## src/rtl/red_cord_pkg.sv

```systemverilog
// red_cord_pkg: shared state encoding and calibration defaults for the re-arm controller
package red_cord_pkg;
   typedef enum logic [1:0] {
      ARMED    = 2'd0,
      TRIPPED  = 2'd1,
      CLEARING = 2'd2,
      READY    = 2'd3
   } rc_state_t;
   localparam int HOLDOFF_DEFAULT    = 1000;
   localparam int CLEAR_DEFAULT      = 500;
   localparam int TRIP_CNT_W_DEFAULT = 16;
   function automatic int cnt_width(input int a, input int b);
      return $clog2((a > b ? a : b) + 1);
   endfunction
endpackage

```

## src/rtl/red_cord_rearm_if.sv

```systemverilog
// red_cord_rearm_if: veto/sensor/operator inputs and power/telemetry outputs of the re-arm controller
interface red_cord_rearm_if #(parameter int TRIP_CNT_W = 16);
   logic                  veto_enable_in;
   logic                  human_presence_sensor;
   logic                  rearm_req;
   logic                  motor_power_en;
   logic                  rearm_ack;
   logic                  trip_pulse;
   logic [1:0]            state_o;
   logic [TRIP_CNT_W-1:0] trip_count;
   modport master (
      output veto_enable_in, human_presence_sensor, rearm_req,
      input  motor_power_en, rearm_ack, trip_pulse, state_o, trip_count
   );
   modport slave (
      input  veto_enable_in, human_presence_sensor, rearm_req,
      output motor_power_en, rearm_ack, trip_pulse, state_o, trip_count
   );
endinterface

```

## src/rtl/rc_cycle_counter.sv

```systemverilog
// rc_cycle_counter: counts enabled cycles up to TERM-1 and parks there until cleared
module rc_cycle_counter #(
   parameter int W    = 4,
   parameter int TERM = 4
) (
   input  logic clk,
   input  logic rst_n,
   input  logic clr,
   input  logic en,
   output logic done
);
   logic [W-1:0] cnt;
   assign done = cnt == W'(TERM - 1);
   // clear wins over enable; the count never wraps past its terminal value
   always_ff @(posedge clk or negedge rst_n)
      if (!rst_n) cnt <= '0;
      else if (clr) cnt <= '0;
      else if (en && !done) cnt <= cnt + 1'b1;
endmodule

```

## src/rtl/red_cord_rearm.sv

```systemverilog
// red_cord_rearm: latches motor power off on any veto trip and re-arms only after holdoff, clearing and an operator edge
module red_cord_rearm
   import red_cord_pkg::*;
#(
   parameter int HOLDOFF_CYCLES = HOLDOFF_DEFAULT,
   parameter int CLEAR_CYCLES   = CLEAR_DEFAULT,
   parameter int TRIP_CNT_W     = TRIP_CNT_W_DEFAULT
) (
   input logic             clk,
   input logic             rst_n,
   red_cord_rearm_if.slave bus
);
   localparam int CW = cnt_width(HOLDOFF_CYCLES, CLEAR_CYCLES);
   rc_state_t             state, state_nx;
   logic                  req_q, req_edge, clear_ok, hold_done, clr_done;
   logic                  ack_nx, trip_nx;
   logic [TRIP_CNT_W-1:0] trip_count, trip_count_nx;
   assign clear_ok = !bus.human_presence_sensor && bus.veto_enable_in;
   assign req_edge = bus.rearm_req && !req_q;
   assign bus.motor_power_en = (state == ARMED) && bus.veto_enable_in;
   assign bus.state_o = state;
   assign bus.trip_count = trip_count;
   rc_cycle_counter #(.W(CW), .TERM(HOLDOFF_CYCLES)) u_holdoff (
      .clk(clk), .rst_n(rst_n), .clr(state != TRIPPED), .en(1'b1), .done(hold_done)
   );
   rc_cycle_counter #(.W(CW), .TERM(CLEAR_CYCLES)) u_clear (
      .clk(clk), .rst_n(rst_n), .clr(state != CLEARING || !clear_ok), .en(clear_ok), .done(clr_done)
   );
   // state, request-edge history and registered outputs; reset lands in CLEARING so power needs a full pass
   always_ff @(posedge clk or negedge rst_n)
      if (!rst_n) begin
         state         <= CLEARING;
         req_q         <= 1'b1;
         bus.rearm_ack <= 1'b0;
         bus.trip_pulse <= 1'b0;
         trip_count    <= '0;
      end else begin
         state         <= state_nx;
         req_q         <= bus.rearm_req;
         bus.rearm_ack <= ack_nx;
         bus.trip_pulse <= trip_nx;
         trip_count    <= trip_count_nx;
      end
   // next state; in READY a lost clearing condition outranks an operator request
   always_comb begin
      state_nx = state;
      case (state)
         ARMED:    state_nx = bus.veto_enable_in ? ARMED : TRIPPED;
         TRIPPED:  state_nx = hold_done ? CLEARING : TRIPPED;
         CLEARING: state_nx = (clear_ok && clr_done) ? READY : CLEARING;
         READY:    state_nx = !clear_ok ? CLEARING : (req_edge ? ARMED : READY);
         default:  state_nx = CLEARING;
      endcase
   end
   // next values of the registered pulses and the saturating trip counter
   always_comb begin
      ack_nx        = state == READY && clear_ok && req_edge;
      trip_nx       = state == ARMED && !bus.veto_enable_in;
      trip_count_nx = (trip_nx && trip_count != '1) ? trip_count + 1'b1 : trip_count;
   end
endmodule

```

## src/flat_wrapper.sv

```systemverilog
// flat-port wrapper written by rule: the top's interface ports become plain ports
module red_cord_rearm_flat import red_cord_pkg::*;
#(
   parameter int HOLDOFF_CYCLES = HOLDOFF_DEFAULT,
   parameter int CLEAR_CYCLES   = CLEAR_DEFAULT,
   parameter int TRIP_CNT_W     = TRIP_CNT_W_DEFAULT
)
  (clk, rst_n, bus_veto_enable_in, bus_human_presence_sensor, bus_rearm_req, bus_motor_power_en, bus_rearm_ack, bus_trip_pulse, bus_state_o, bus_trip_count);
  red_cord_rearm_if #(.TRIP_CNT_W(TRIP_CNT_W)) bus_i ();
  input logic clk;
  input logic rst_n;
  input wire logic [$bits(bus_i.veto_enable_in)-1:0] bus_veto_enable_in;
  input wire logic [$bits(bus_i.human_presence_sensor)-1:0] bus_human_presence_sensor;
  input wire logic [$bits(bus_i.rearm_req)-1:0] bus_rearm_req;
  output wire logic [$bits(bus_i.motor_power_en)-1:0] bus_motor_power_en;
  output wire logic [$bits(bus_i.rearm_ack)-1:0] bus_rearm_ack;
  output wire logic [$bits(bus_i.trip_pulse)-1:0] bus_trip_pulse;
  output wire logic [$bits(bus_i.state_o)-1:0] bus_state_o;
  output wire logic [$bits(bus_i.trip_count)-1:0] bus_trip_count;
  assign bus_i.veto_enable_in = bus_veto_enable_in;
  assign bus_i.human_presence_sensor = bus_human_presence_sensor;
  assign bus_i.rearm_req = bus_rearm_req;
  assign bus_motor_power_en = bus_i.motor_power_en;
  assign bus_rearm_ack = bus_i.rearm_ack;
  assign bus_trip_pulse = bus_i.trip_pulse;
  assign bus_state_o = bus_i.state_o;
  assign bus_trip_count = bus_i.trip_count;
  red_cord_rearm #(.HOLDOFF_CYCLES(HOLDOFF_CYCLES), .CLEAR_CYCLES(CLEAR_CYCLES), .TRIP_CNT_W(TRIP_CNT_W)) u_core (.clk(clk), .rst_n(rst_n), .bus(bus_i));
endmodule
```

## config.mk

```make
export PLATFORM = sky130hd
export DESIGN_NAME = red_cord_rearm_flat
export DESIGN_NICKNAME = d
export VERILOG_FILES = /design/src/rtl/red_cord_pkg.sv /design/src/rtl/red_cord_rearm_if.sv /design/src/rtl/rc_cycle_counter.sv /design/src/rtl/red_cord_rearm.sv /design/src/flat_wrapper.sv
export SDC_FILE = /design/constraint.sdc
export NUM_CORES = 1
export LEC_CHECK = 0
export ABC_AREA = 1
export CAP_MARGIN = 20
export CELL_PAD_IN_SITES_DETAIL_PLACEMENT = 1
export CELL_PAD_IN_SITES_GLOBAL_PLACEMENT = 1
export CORE_ASPECT_RATIO = 1.4
export CORE_MARGIN = 2
export CORE_UTILIZATION = 41
export DETAILED_ROUTE_END_ITERATION = 10
export PLACE_DENSITY = 0.9
export SYNTH_ARGS = -nofsm -noshare
export SYNTH_HDL_FRONTEND = slang
export SYNTH_HIERARCHICAL = 1
export SYNTH_SLANG_ARGS = --single-unit
```

## constraint.sdc

```tcl
create_clock -name clk -period 1.6 [get_ports clk]
set_input_delay 0.32 -clock clk [delete_from_list [all_inputs] [get_ports clk]]
set_output_delay 0.32 -clock clk [all_outputs]
set_load 0.1 [all_outputs]
```

==> out/metrics.yaml, run 1 <==
status: "completed"
r2r_cells: 9
intPower_mw: 2.33
first_iter_violations: 168
cp.required_ns: 1.28
power_frac_seq: 0.336
use_met1: 0.287
overflow: 0
p_per_area_nw_per_um2: 1300
holdCritStartpoint: "bus_rearm_req"
die_w_um: 70.4
cts_buffers: 5
whs_ns: 0.497
synth-seq-cells: 41
swShare: 0.474
rr_endpoint: "u_core/bus.trip_count[6]"
hpwl_um: 5570
firstDrtPassIters: 4
core_um2: 5900
clock_latency_ns: 0.29
ys_types: 29
synth_area_leaders: "dfrtp_1 (39%), nand2_1 (21%), nand3_1 (6.3%), inv_1 (5.3%), nor2_1 (5.3%)"
rrSetupSlack_ns: 0.04
cts_tree: "done"
setup_tns_ns: 0
grt_pass1_vias: 2778
place_area_um2: 3290
antenna_found_initial: 0
avgSynthCellArea_um2: 7.09
antennaDiodeCount: 0
rsz0062_at_grt: "true"
p_comb_frac: 0.512
root_buffer: "clkbuf_8"
critPathLaunch: "bus_veto_enable_in"
drv_slew: 0
p_clk_frac: 0.153
io_buffers: 25
place_inst: 465
final_nets: 413
p_leak_nw: 1.64
die-area_um2: 6830
grt_max_degree: 42
io_pins: 26
drive_gt1_frac: 0.268
synth_area_um2: 2530
setup_viol: 0
viasPerCell: 5.29
hp-class: "primary input to flip-flop"
vias: 2516
grt_util_met2: 0.442
crit_type: "primary input to output port"
cts_sinks: 41
synthCells: 357
finalHoldViolCount: 0
die_h_um: 97.0
r2r-start: "u_core/bus.trip_count[1]"
min_period_over_period: 0.979
synth_seq_area_share: 0.406
end_kind: "output port"
worstPathArrival_ns: 1.25
gp_congestion: 0.822
area_delta_synth_final_pct: 35.2
top_usage_layer: "met2"
ant_nets: 0
fillers: 722
syn_nets: 365
critPathLaunchType: "primary input"
start_util: 0.429
drc: 0
final_core_util: 0.580
htreeDepth: 2
synth_top_area_frac: 0.385
std_cell_rows: 33
fin_skew_ns: 0.0121
cap_violations: 0
p_switching_mw: 2.10
design_area_um2: 3420
layout.cells.non_filler: 476
critPathMaxFanout: 3
yosysTopAreaCell: "dfrtp_1"
clockBufferDepth: 2
grt_pass1_wl_um: 13400
clkSlewWorstSetupHoldPaths_ns: 0.08
track_usage: 0.246
wirelength_um: 7750
post_drt_wl_per_cell_um: 16.3
cp-endpoint: "bus_motor_power_en"
fmax_mhz: 639
vdd_ir_drop_max_v: 0.00162
min_period_ns: 1.57
yosysWarningCount: 6
use_met3: 0.0406
-- power by group through the flow --
stage / combinational [mW] / clock (mW) / sequential, mW
4_1_cts: 2.22 / 0.697 / 1.50
3_3_place_gp: 2.13 / 0 / 1.52
3_5_place_dp: 2.17 / 0 / 1.54
6_report: 2.27 / 0.678 / 1.49
5_1_grt: 2.39 / 0.750 / 1.52
2_1_floorplan: 0.569 / 0 / 2.26
-- Yosys cell counts --
library cell  instances
inv_1                36
dfstp_2               2
buf_8                 1
clkinv_4              1
buf_2                 2
xnor2_1               3
o21ai_0               3
nor2_2                3
ha_1                  3
nand2_2               7
nor3_1                1
buf_6                 2
inv_4                 1
inv_2                 3
nand3_2               3
nand3_1              32
nand2_4               1
nor2_4                5
nor2_1               36
o2111ai_1             1
o21bai_1              2
o21ai_1               4
a21oi_1               1
dfrtp_1              39
conb_1                1
xor2_1               10
nand2_1             139
nand4_1              14
nor4_1                1
-- cells by family after synthesis --
kind of cell             share of synthesized area
buffers and inverters                       0.0825
AO/OA/AOI/OAI                               0.0252
flip-flops                                   0.406
other                                      0.00148
adder cells (fa/ha/maj)                     0.0148
XOR/XNOR                                    0.0450
AND/OR/NAND/NOR                              0.425
-- worst max-delay path, stage by stage --
cell,delay (ns)
clkdlybuf4s50_1,0.49
inv_2,0.07
nor3_4,0.16
buf_12,0.20
-- flip-flops by register name, summed over array words and instances (netlist names) --
| register | count |
|---|---|
| u_core/bus.state_o | 2 |
| u_core/u_clear/cnt | 10 |
| u_core/req_q | 1 |
| u_core/bus.rearm_ack | 1 |
| u_core/bus.trip_count | 16 |
| u_core/u_holdoff/cnt | 10 |
| u_core/bus.trip_pulse | 1 |
-- through the flow --
step / total power, mW / worst slack (ns)
4_1_cts: 4.42 / 0.00105
3_3_place_gp: 3.65 / -0.0578
2_1_floorplan: 2.83 / -0.138
6_report: 4.44 / 0.0342
5_1_grt: 4.66 / -0.0427
3_5_place_dp: 3.71 / -0.0979
-- placed cells by master, fill, tap and decap left out, drive strengths merged --
master,instances
a21oi,1
buf,42
clkbuf,7
clkdlybuf4s50,3
clkinv,2
conb,1
dfrtp,39
dfstp,2
dlygate4sd3,1
ha,3
inv,40
nand2,147
nand3,35
nand4,14
nor2,44
nor3,1
nor4,1
o2111ai,1
o21ai,7
o21bai,2
xnor2,3
xor2,10
-- routing by layer --
| metal | wire length, µm | part of all wire |
|---|---|---|
| met1 | 3120 | 0.40 |
| met2 | 4240 | 0.55 |
| met3 | 210 | 0.027 |
| met4 | 185 | 0.024 |
| met5 | 0 | 0 |
-- how the worst min path moves through the flow --
stage,slack [ns],cells after the start,to
6_report,0.50,1,u_core/req_q
5_1_grt,0.48,1,u_core/req_q
4_1_cts,0.49,1,u_core/req_q
3_5_place_dp,0.31,2,u_core/u_clear/cnt[5]
3_3_place_gp,0.31,2,u_core/u_clear/cnt[5]
2_1_floorplan,0.02,0,u_core/bus.rearm_ack
-- cell type report --
type | instances | area, µm² | area share
Multi-Input combinational cell | 270 | 1370 | 0.400
Sequential cell | 41 | 1070 | 0.314
Timing Repair Buffer | 46 | 648 | 0.189
Inverter | 41 | 164 | 0.0479
Tap cell | 70 | 87.6 | 0.0256
Clock buffer | 7 | 76.3 | 0.0223
Clock inverter | 1 | 5.00 | 0.00146
-- timing repair --
action / CTS / global route
resized for setup: 0 / 9
hold buffers: 1 / 0
endpoints found under the setup margin: 1 / 17
buffers inserted: 1 / 1
hold endpoints to repair: 31 / 0
pin swaps: 1 / 2
Power figures use the tool's default switching activity.
==> run 2, diff against run 1 <==
SETUP_SLACK_MARGIN = 0.05   (was not set)
==> run 2 against run 1 <==
Effect of this change: sequential share of layout area is 0.36 points lower; register-to-register slack hardly changed; clock power is 31% higher; power is 6.9% higher; cell count is 0.63% higher; sequential cell count stayed put; worst setup slack worse by 0.028 ns; largest cell class unchanged; largest power group unchanged.
==> out/metrics.yaml, run 2 (synthesis results as in run 1) <==
status: "completed"
root_buffer: "clkbuf_8"
p_clk_frac: 0.188
crit_type: "primary input to flip-flop"
worstPathArrival_ns: 1.82
largest_register_ffs: 16
r2r-start: "u_core/bus.state_o[1]"
drive_gt1_frac: 0.284
die_h_um: 97.0
swShare: 0.456
min_period_ns: 1.59
core_um2: 5900
track_usage: 0.245
ant_nets: 0
grt_pass1_vias: 2803
grt_pass1_wl_um: 13400
cp.required_ns: 1.83
worst-path-buf-inv: 4
min_to: "u_core/req_q"
viasPerCell: 5.39
cpMaxStageDelayCell: "clkdlybuf4s50_1"
largestRegisters: "u_core/bus.trip_count (16), u_core/u_clear/cnt (10), u_core/u_holdoff/cnt (10)"
p_switching_mw: 2.16
path_cells: "clkdlybuf4s50_1 > inv_1 > nor2_2 > buf_4 > nand2_2 > inv_2 > nand4_1 > nand2_1"
wirelength_um: 8080
holdCritStartpoint: "bus_rearm_req"
final_common_cell: "nand2_1"
rr_endpoint: "u_core/u_clear/cnt[9]"
clock_latency_ns: 0.30
rrSetupSlack_ns: 0.03
antenna_found_initial: 0
grt_max_degree: 42
io_pins: 26
min_period_over_period: 0.996
firstDrtPassIters: 4
cap_violations: 0
critical_path.top_delay_family: "buffers and inverters"
cts_buffers: 5
rsz0062_at_grt: "true"
cts_sinks: 41
hpwl_um: 5340
r2r_cells: 7
setup_tns_ns: 0
cp_slowest_stage_delay_ns: 0.45
whs_ns: 0.494
p_comb_frac: 0.498
vdd_ir_drop_max_v: 0.00144
most-common-layout-cells: "nand2_1 (126), inv_1 (35), nand3_1 (32)"
min_path_cells: 1
clockBufferDepth: 2
fin_skew_ns: 0.00394
end_kind: "flip-flop"
p_per_area_nw_per_um2: 1360
intPower_mw: 2.58
vias: 2583
use_met1: 0.266
first_iter_violations: 114
start_util: 0.429
setup_viol: 0
final_nets: 416
critPathLaunchType: "primary input"
antennaDiodeCount: 0
use_met3: 0.0333
io_buffers: 25
critPathMaxFanout: 8
gp_congestion: 0.814
area_delta_synth_final_pct: 37.7
grt_util_met2: 0.472
cts_tree: "done"
fmax_mhz: 627
clkSlewWorstSetupHoldPaths_ns: 0.08
die-area_um2: 6830
die_w_um: 70.4
power_frac_seq: 0.314
cp.depth: 8
overflow: 0
hp-class: "primary input to flip-flop"
drv_slew: 0
htreeDepth: 2
post_drt_wl_per_cell_um: 16.9
std_cell_rows: 33
drc: 0
top_register: "u_core/bus.trip_count"
finalHoldViolCount: 0
p_leak_nw: 1.67
top_usage_layer: "met2"
==> run 2: cell types whose count changed in the layout (fill, tap and decap cells not counted), sizes merged <==
cell and change:
buf +3, clkinv -1, bufinv +1
==> run 2: worst reg2reg max path: cells and delay by family (launching register included) <==
kind | cells | cell delay (ns)
flops | 1 | 0.69
buf+inv | 3 | 0.31
simple gates | 4 | 0.49
==> run 2: through the flow <==
step	std cells	worst slack [ns]	util	instance area [µm²]	power [mW]
floorplan	357	-0.138	-	2650	2.85
global placement	462	-0.0776	0.553	3270	3.63
detailed placement	462	-0.171	0.553	3270	3.70
CTS	473	0.0386	0.579	3420	4.66
global route	479	-0.0220	0.591	3490	4.94
finish	479	0.00633	0.591	3490	4.74
==> run 2: routing by layer <==
layer	share of wire	wire [µm]
met5	0	0
met1	0.39	3110
met4	0.024	190
met2	0.57	4570
met3	0.025	204
==> run 2: worst max-delay path by stage <==
stage / slack [ns] / end / start
2_1_floorplan: -0.14 / bus_motor_power_en / u_core/bus.state_o[0]
3_3_place_gp: -0.08 / u_core/u_clear/cnt[5] / bus_veto_enable_in
3_5_place_dp: -0.17 / u_core/u_clear/cnt[3] / bus_veto_enable_in
4_1_cts: 0.04 / bus_motor_power_en / u_core/bus.state_o[1]
5_1_grt: -0.02 / u_core/u_clear/cnt[9] / u_core/bus.state_o[1]
6_report: 0.006 / u_core/u_clear/cnt[9] / bus_veto_enable_in
==> run 2: area by class of cell <==
type,count,area [µm²]
Fill cell,736,2420
Inverter,41,164
Sequential cell,41,1080
Multi-Input combinational cell,270,1380
Clock buffer,7,86.3
Timing Repair Buffer,49,662
Clock inverter,1,30.0
Tap cell,70,87.6
==> run 2: what timing repair did <==
action / in CTS / in global routing
pin swaps: 1 / 5
hold buffers: 1 / 0
buffers inserted: 2 / 5
endpoints found under the setup margin: 3 / 28
gates resized for setup: 3 / 10
gates cloned: 0 / 1
hold endpoints to repair: 39 / 0
==> run 2: power groups by stage <==
stage	Clock, mW	Combinational, mW	Sequential [mW]
after global placement	0	2.12	1.51
final	0.891	2.36	1.49
after global routing	0.960	2.47	1.51
after floorplan	0	0.575	2.28
after detailed placement	0	2.18	1.52
after CTS	0.907	2.26	1.49
